==> src/rtl/isa_bus_sequencer.sv <==
// isa_bus_sequencer: drives one ISA I/O read or write cycle per go edge with programmable setup/strobe/hold timing.
module isa_bus_sequencer #(
    parameter int SETUP_CYCLES   = 2,
    parameter int STROBE_CYCLES  = 10,
    parameter int HOLD_CYCLES    = 2,
    parameter int TIMEOUT_CYCLES = 1024
) (
    input  logic        clk,
    input  logic        reset,
    input  logic [7:0]  control_in,
    input  logic [15:0] address_in,
    input  logic [15:0] data_in,
    input  logic [15:0] isa_data_in,
    input  logic        isa_iochrdy,
    output logic [15:0] isa_addr,
    output logic [15:0] isa_data_out,
    output logic        isa_data_oe,
    output logic        isa_ior_n,
    output logic        isa_iow_n,
    output logic [15:0] read_data,
    output logic        read_load,
    output logic        control_reset,
    output logic        busy,
    output logic        timeout
);
    typedef enum logic [2:0] {IDLE, SETUP, STROBE, WAIT_RDY, HOLD, DONE} state_t;

    state_t      state_q, state_d;
    logic [15:0] cnt_q, cnt_d, addr_q, addr_d, data_q, data_d, rdata_q, rdata_d;
    logic        dir_q, dir_d, go_prev_q, timeout_q, timeout_d, load_q, load_d;
    logic        go_edge, strobing, ctrl_unused;

    assign ctrl_unused = ^control_in[7:2];
    assign go_edge     = control_in[0] & ~go_prev_q;
    assign strobing    = (state_q == STROBE) || (state_q == WAIT_RDY);

    always_comb begin
        state_d   = state_q;
        cnt_d     = cnt_q + 16'd1;
        addr_d    = addr_q;
        data_d    = data_q;
        dir_d     = dir_q;
        timeout_d = timeout_q;
        rdata_d   = rdata_q;
        load_d    = 1'b0;
        case (state_q)
            IDLE: begin
                cnt_d = '0;
                if (go_edge) begin
                    state_d   = SETUP;
                    addr_d    = address_in;
                    data_d    = data_in;
                    dir_d     = control_in[1];
                    timeout_d = 1'b0;
                end
            end
            SETUP: if (cnt_q == 16'(SETUP_CYCLES - 1)) begin
                state_d = STROBE;
                cnt_d   = '0;
            end
            STROBE: if (cnt_q == 16'(STROBE_CYCLES - 1)) begin
                state_d = isa_iochrdy ? HOLD : WAIT_RDY;
                cnt_d   = '0;
            end
            // cnt counts consecutive not-ready cycles; any ready cycle exits
            WAIT_RDY: if (isa_iochrdy) begin
                state_d = HOLD;
                cnt_d   = '0;
            end else if (cnt_q == 16'(TIMEOUT_CYCLES - 1)) begin
                state_d   = HOLD;
                cnt_d     = '0;
                timeout_d = 1'b1;
            end
            HOLD: if (cnt_q == 16'(HOLD_CYCLES - 1)) begin
                state_d = DONE;
                cnt_d   = '0;
            end
            DONE: begin
                state_d = IDLE;
                cnt_d   = '0;
            end
            default: state_d = IDLE;
        endcase
        if (dir_q && strobing && state_d == HOLD && isa_iochrdy) begin
            rdata_d = isa_data_in;
            load_d  = 1'b1;
        end
    end

    always_ff @(posedge clk or posedge reset) begin
        if (reset) begin
            state_q   <= IDLE;
            cnt_q     <= '0;
            addr_q    <= '0;
            data_q    <= '0;
            dir_q     <= 1'b0;
            rdata_q   <= '0;
            load_q    <= 1'b0;
            timeout_q <= 1'b0;
            go_prev_q <= 1'b1;
        end else begin
            state_q   <= state_d;
            cnt_q     <= cnt_d;
            addr_q    <= addr_d;
            data_q    <= data_d;
            dir_q     <= dir_d;
            rdata_q   <= rdata_d;
            load_q    <= load_d;
            timeout_q <= timeout_d;
            go_prev_q <= control_in[0];
        end
    end

    assign isa_addr      = addr_q;
    assign isa_data_out  = data_q;
    assign isa_data_oe   = ~dir_q && (state_q == SETUP || strobing || state_q == HOLD);
    assign isa_ior_n     = ~(dir_q & strobing);
    assign isa_iow_n     = ~(~dir_q & strobing);
    assign read_data     = rdata_q;
    assign read_load     = load_q;
    assign control_reset = state_q == DONE;
    assign busy          = state_q != IDLE;
    assign timeout       = timeout_q;
endmodule

==> config.mk <==
export PLATFORM = sky130hd
export DESIGN_NAME = isa_bus_sequencer
export DESIGN_NICKNAME = d
export VERILOG_FILES = /design/src/rtl/isa_bus_sequencer.sv
export SDC_FILE = /design/constraint.sdc
export NUM_CORES = 1
export LEC_CHECK = 0
export ABC_CLOCK_PERIOD_IN_PS = 5830
export BUFFER_PORTS_ARGS = -buffer_cell sky130_fd_sc_hd__buf_2
export CORE_MARGIN = 5
export CORE_UTILIZATION = 53
export CTS_CLUSTER_SIZE = 24
export DETAILED_ROUTE_END_ITERATION = 6
export PLACE_DENSITY = 0.9
export REMOVE_ABC_BUFFERS = 1
export SLEW_MARGIN = 40
export SYNTH_ARGS = -nofsm -noshare
export SYNTH_HDL_FRONTEND = slang
export SYNTH_SLANG_ARGS = --single-unit
==> constraint.sdc <==
create_clock -name clk -period 5.83 [get_ports clk]
set_input_delay 1.166 -clock clk [delete_from_list [all_inputs] [get_ports clk]]
set_output_delay 1.166 -clock clk [all_outputs]
set_load 0.02 [all_outputs]
==> impl_metrics.env <==
export IMPL_ys_seq_area_share_pct=56.8
export IMPL_yosysWarnings=0
export IMPL_insertedDiodeCount=0
export IMPL_initial_utilization_pct=53.9
export IMPL_required_ns=4.66
export IMPL_crit_buf_inv=1
export IMPL_grt_total_usage_pct=20.2
export IMPL_fin_ws_ns=3.09
export IMPL_pre_cts_slack_ns=3.22
export IMPL_cp_depth=3
export IMPL_cts_root_buf="clkbuf_8"
export IMPL_layout_commonest_cell="buf_2"
export IMPL_htreeDepth=3
export IMPL_endpoint_kind="primary output"
export IMPL_cts_resized_gates=0
export IMPL_total_power_mw=2.14
export IMPL_hp_class="reg2reg"
export IMPL_drc=0
export IMPL_max_slew_margin_pct=50.2
export IMPL_die_height_um=86.9
export IMPL_reg2reg_depth=4
export IMPL_multi_input_area_um2=1280
export IMPL_critPathKind="reg2out"
export IMPL_core_um2=5820
export IMPL_slowest_stage="dfrtp_1"
export IMPL_r2r_slack_ns=3.20
export IMPL_post_route_min_period_ns=2.74
export IMPL_syn_avg_cell_area_um2=13.4
export IMPL_final_cell_mix="buf_2 (107), dfrtp_1 (70), mux2_2 (40)"
export IMPL_crit_chain="nor3_1, nor3_1, buf_2"
export IMPL_dieWidth_um=86.9
export IMPL_pin_count=114
export IMPL_fp_dieArea_um2=7550
export IMPL_hold_viol=0
export IMPL_drv_cap=0
export IMPL_grt_pass1_wl_um=11800
export IMPL_p_leak_nw=1.94
export IMPL_critPathMostFrequentCell="nor3_1"
export IMPL_port_buffers=107
export IMPL_grt_max_degree=72
export IMPL_synth_area_um2=3130
export IMPL_drive_above_1_share_pct=53.3
export IMPL_post_dp_hpwl_um=5090
export IMPL_crit_path_max_incr_delay_ns=0.52
export IMPL_irDropWorstVdd_mv=0.449
export IMPL_cts_sinks=71
export IMPL_post_cts_setup_buffers=0
export IMPL_grt_overflow=0
export IMPL_gp_congestion=0.786
export IMPL_tritoncts="yes"
export IMPL_cp_top_family="simple AND/OR/NAND/NOR gates"
export IMPL_hold_buffers=0
export IMPL_slew_viol_final=0
export IMPL_rsz0062_at_grt="no"
export IMPL_num_rows=28
export IMPL_cts_buffer_depth=2
export IMPL_synth_cell_types=44
export IMPL_final_util_pct=68.5
export IMPL_grt_pass1_vias=2488
export IMPL_ys_ff_latch=71
export IMPL_drt_wl_total_um=7390
export IMPL_hold_path_depth=1
export IMPL_clkLatencyLatePin_ns=0.35
export IMPL_max_freq_ghz=0.365
export IMPL_nFillCells=422
export IMPL_power_density_nw_per_um2=536
export IMPL_wl_per_cell_um=17.4
export IMPL_dr_total_vias=2291
export IMPL_final_seq_area_um2=1780
export IMPL_antenna_found_initial=0
export IMPL_cp_max_fo=11
export IMPL_finalCritPeriodShare_pct=47.0
export IMPL_worst_pin_slew_ns=0.747
export IMPL_setup_viol=0
export IMPL_syn_inst=233
export IMPL_clkTransAtPathRegs_ns=0.08
export IMPL_vias_per_cell=5.40
export IMPL_fin_skew_ns=0.00430
export IMPL_syn_to_final_growth_pct=27.1
export IMPL_cts_made_buffers=9
export IMPL_dr_pass1_iters=4
export IMPL_crit_arrival_ns=1.58
export IMPL_layout_nets=405
export IMPL_tns_ns=0
export IMPL_cp_start_kind="flop"
export IMPL_ant_nets=0
export IMPL_outcome="complete, no violations"
export IMPL_dr_first_iter_drc_count=184
==> cell usage after synthesis, drive strengths merged <==
master / n / share of area (%)
and3b: 2 / 0.56
nor3b: 1 / 0.24
a2bb2oi: 1 / 0.48
nor2: 5 / 0.60
o31ai: 1 / 0.24
dfstp: 1 / 0.84
nand2: 8 / 0.96
mux2i: 1 / 0.32
nand4: 3 / 0.60
xor2: 1 / 0.28
a211o: 1 / 0.28
mux2: 49 / 19
ha: 2 / 0.80
nor3: 5 / 0.80
o21ai: 1 / 0.16
a21oi: 16 / 2.6
o21a: 1 / 0.24
nor4b: 1 / 0.28
or4: 5 / 1.6
or4bb: 1 / 0.36
or3: 2 / 0.40
o21ba: 1 / 0.32
nand2b: 3 / 0.60
nand3: 5 / 0.80
or3b: 1 / 0.28
dfrtp: 70 / 56
inv: 7 / 0.84
nand3b: 2 / 0.48
nor4: 5 / 1.5
or2: 1 / 0.20
or4b: 1 / 0.32
clkbuf: 5 / 0.60
o2111ai: 2 / 1.1
nor2b: 4 / 0.80
a22oi: 2 / 0.64
xnor2: 12 / 3.4
buf: 4 / 1.0
==> kinds of logic (layout without fill, tap and decap cells) <==
| logic type | Yosys count | in the layout | synth area share, % |
|---|---|---|---|
| adders and majority gates | 2 | 2 | 0.799 |
| AOI/OAI and AO/OA | 26 | 26 | 6.03 |
| xor gates and xnor gates | 13 | 13 | 3.64 |
| muxes | 50 | 50 | 19.0 |
| buffers and inverters | 16 | 132 | 2.44 |
| and+or+nand+nor | 55 | 55 | 11.3 |
| DFF | 71 | 71 | 56.8 |
==> per-layer routing <==
metal,GRT usage (%),share of wire (%),vias to the layer above
li1,-,-,1059
met1,22.8,37,1142
met2,35.9,56,72
met3,6.24,4.7,18
met4,7.08,1.8,0
met5,0,0,-
==> per-stage QoR <==
| step | hold slack [ns] | cell area, µm² | cells |
|---|---|---|---|
| finish | 0.488 | 3980 | 424 |
| global route | 0.507 | 3980 | 424 |
| CTS | 0.494 | 3980 | 424 |
| detailed placement | 0.475 | 3730 | 408 |
| global placement | 0.467 | 3730 | 408 |
| floorplan | 0.474 | 3080 | 224 |
==> path summary, 6_finish.rpt <==
kind	start	to
worst max-delay path	state_q[2]$_DFF_PP0_	isa_data_oe
worst min-delay path	timeout$_DFFE_PP0P_	timeout$_DFFE_PP0P_
worst max register to register	cnt_q[10]$_DFF_PP0_	cnt_q[15]$_DFF_PP0_
worst min register to register	timeout$_DFFE_PP0P_	timeout$_DFFE_PP0P_
max in group asynchronous	reset	read_data[13]$_DFFE_PP0P_
min in group asynchronous	reset	timeout$_DFFE_PP0P_
==> sequential cells by signal, indices dropped and copies added, names as in the netlist, 3 cells and up <==
register      cells
state_q           3
cnt_q            16
isa_data_out     16
isa_addr         16
read_data        16
==> report_power, final <==
group	switching (mW)	internal, mW
Sequential	0.124	0.678
Combinational	0.485	0.357
Clock	0.200	0.291
==> layout make-up <==
| class | instances | area share, % |
|---|---|---|
| clock buffer | 9 | 3.11 |
| clock inverter | 7 | 3.21 |
| inverter | 7 | 0.660 |
| multi-input combinational | 146 | 32.1 |
| sequential | 71 | 44.7 |
| tap | 75 | 2.36 |
| timing repair buffer | 109 | 13.9 |
No activity file was read; power rests on OpenSTA's default activity.
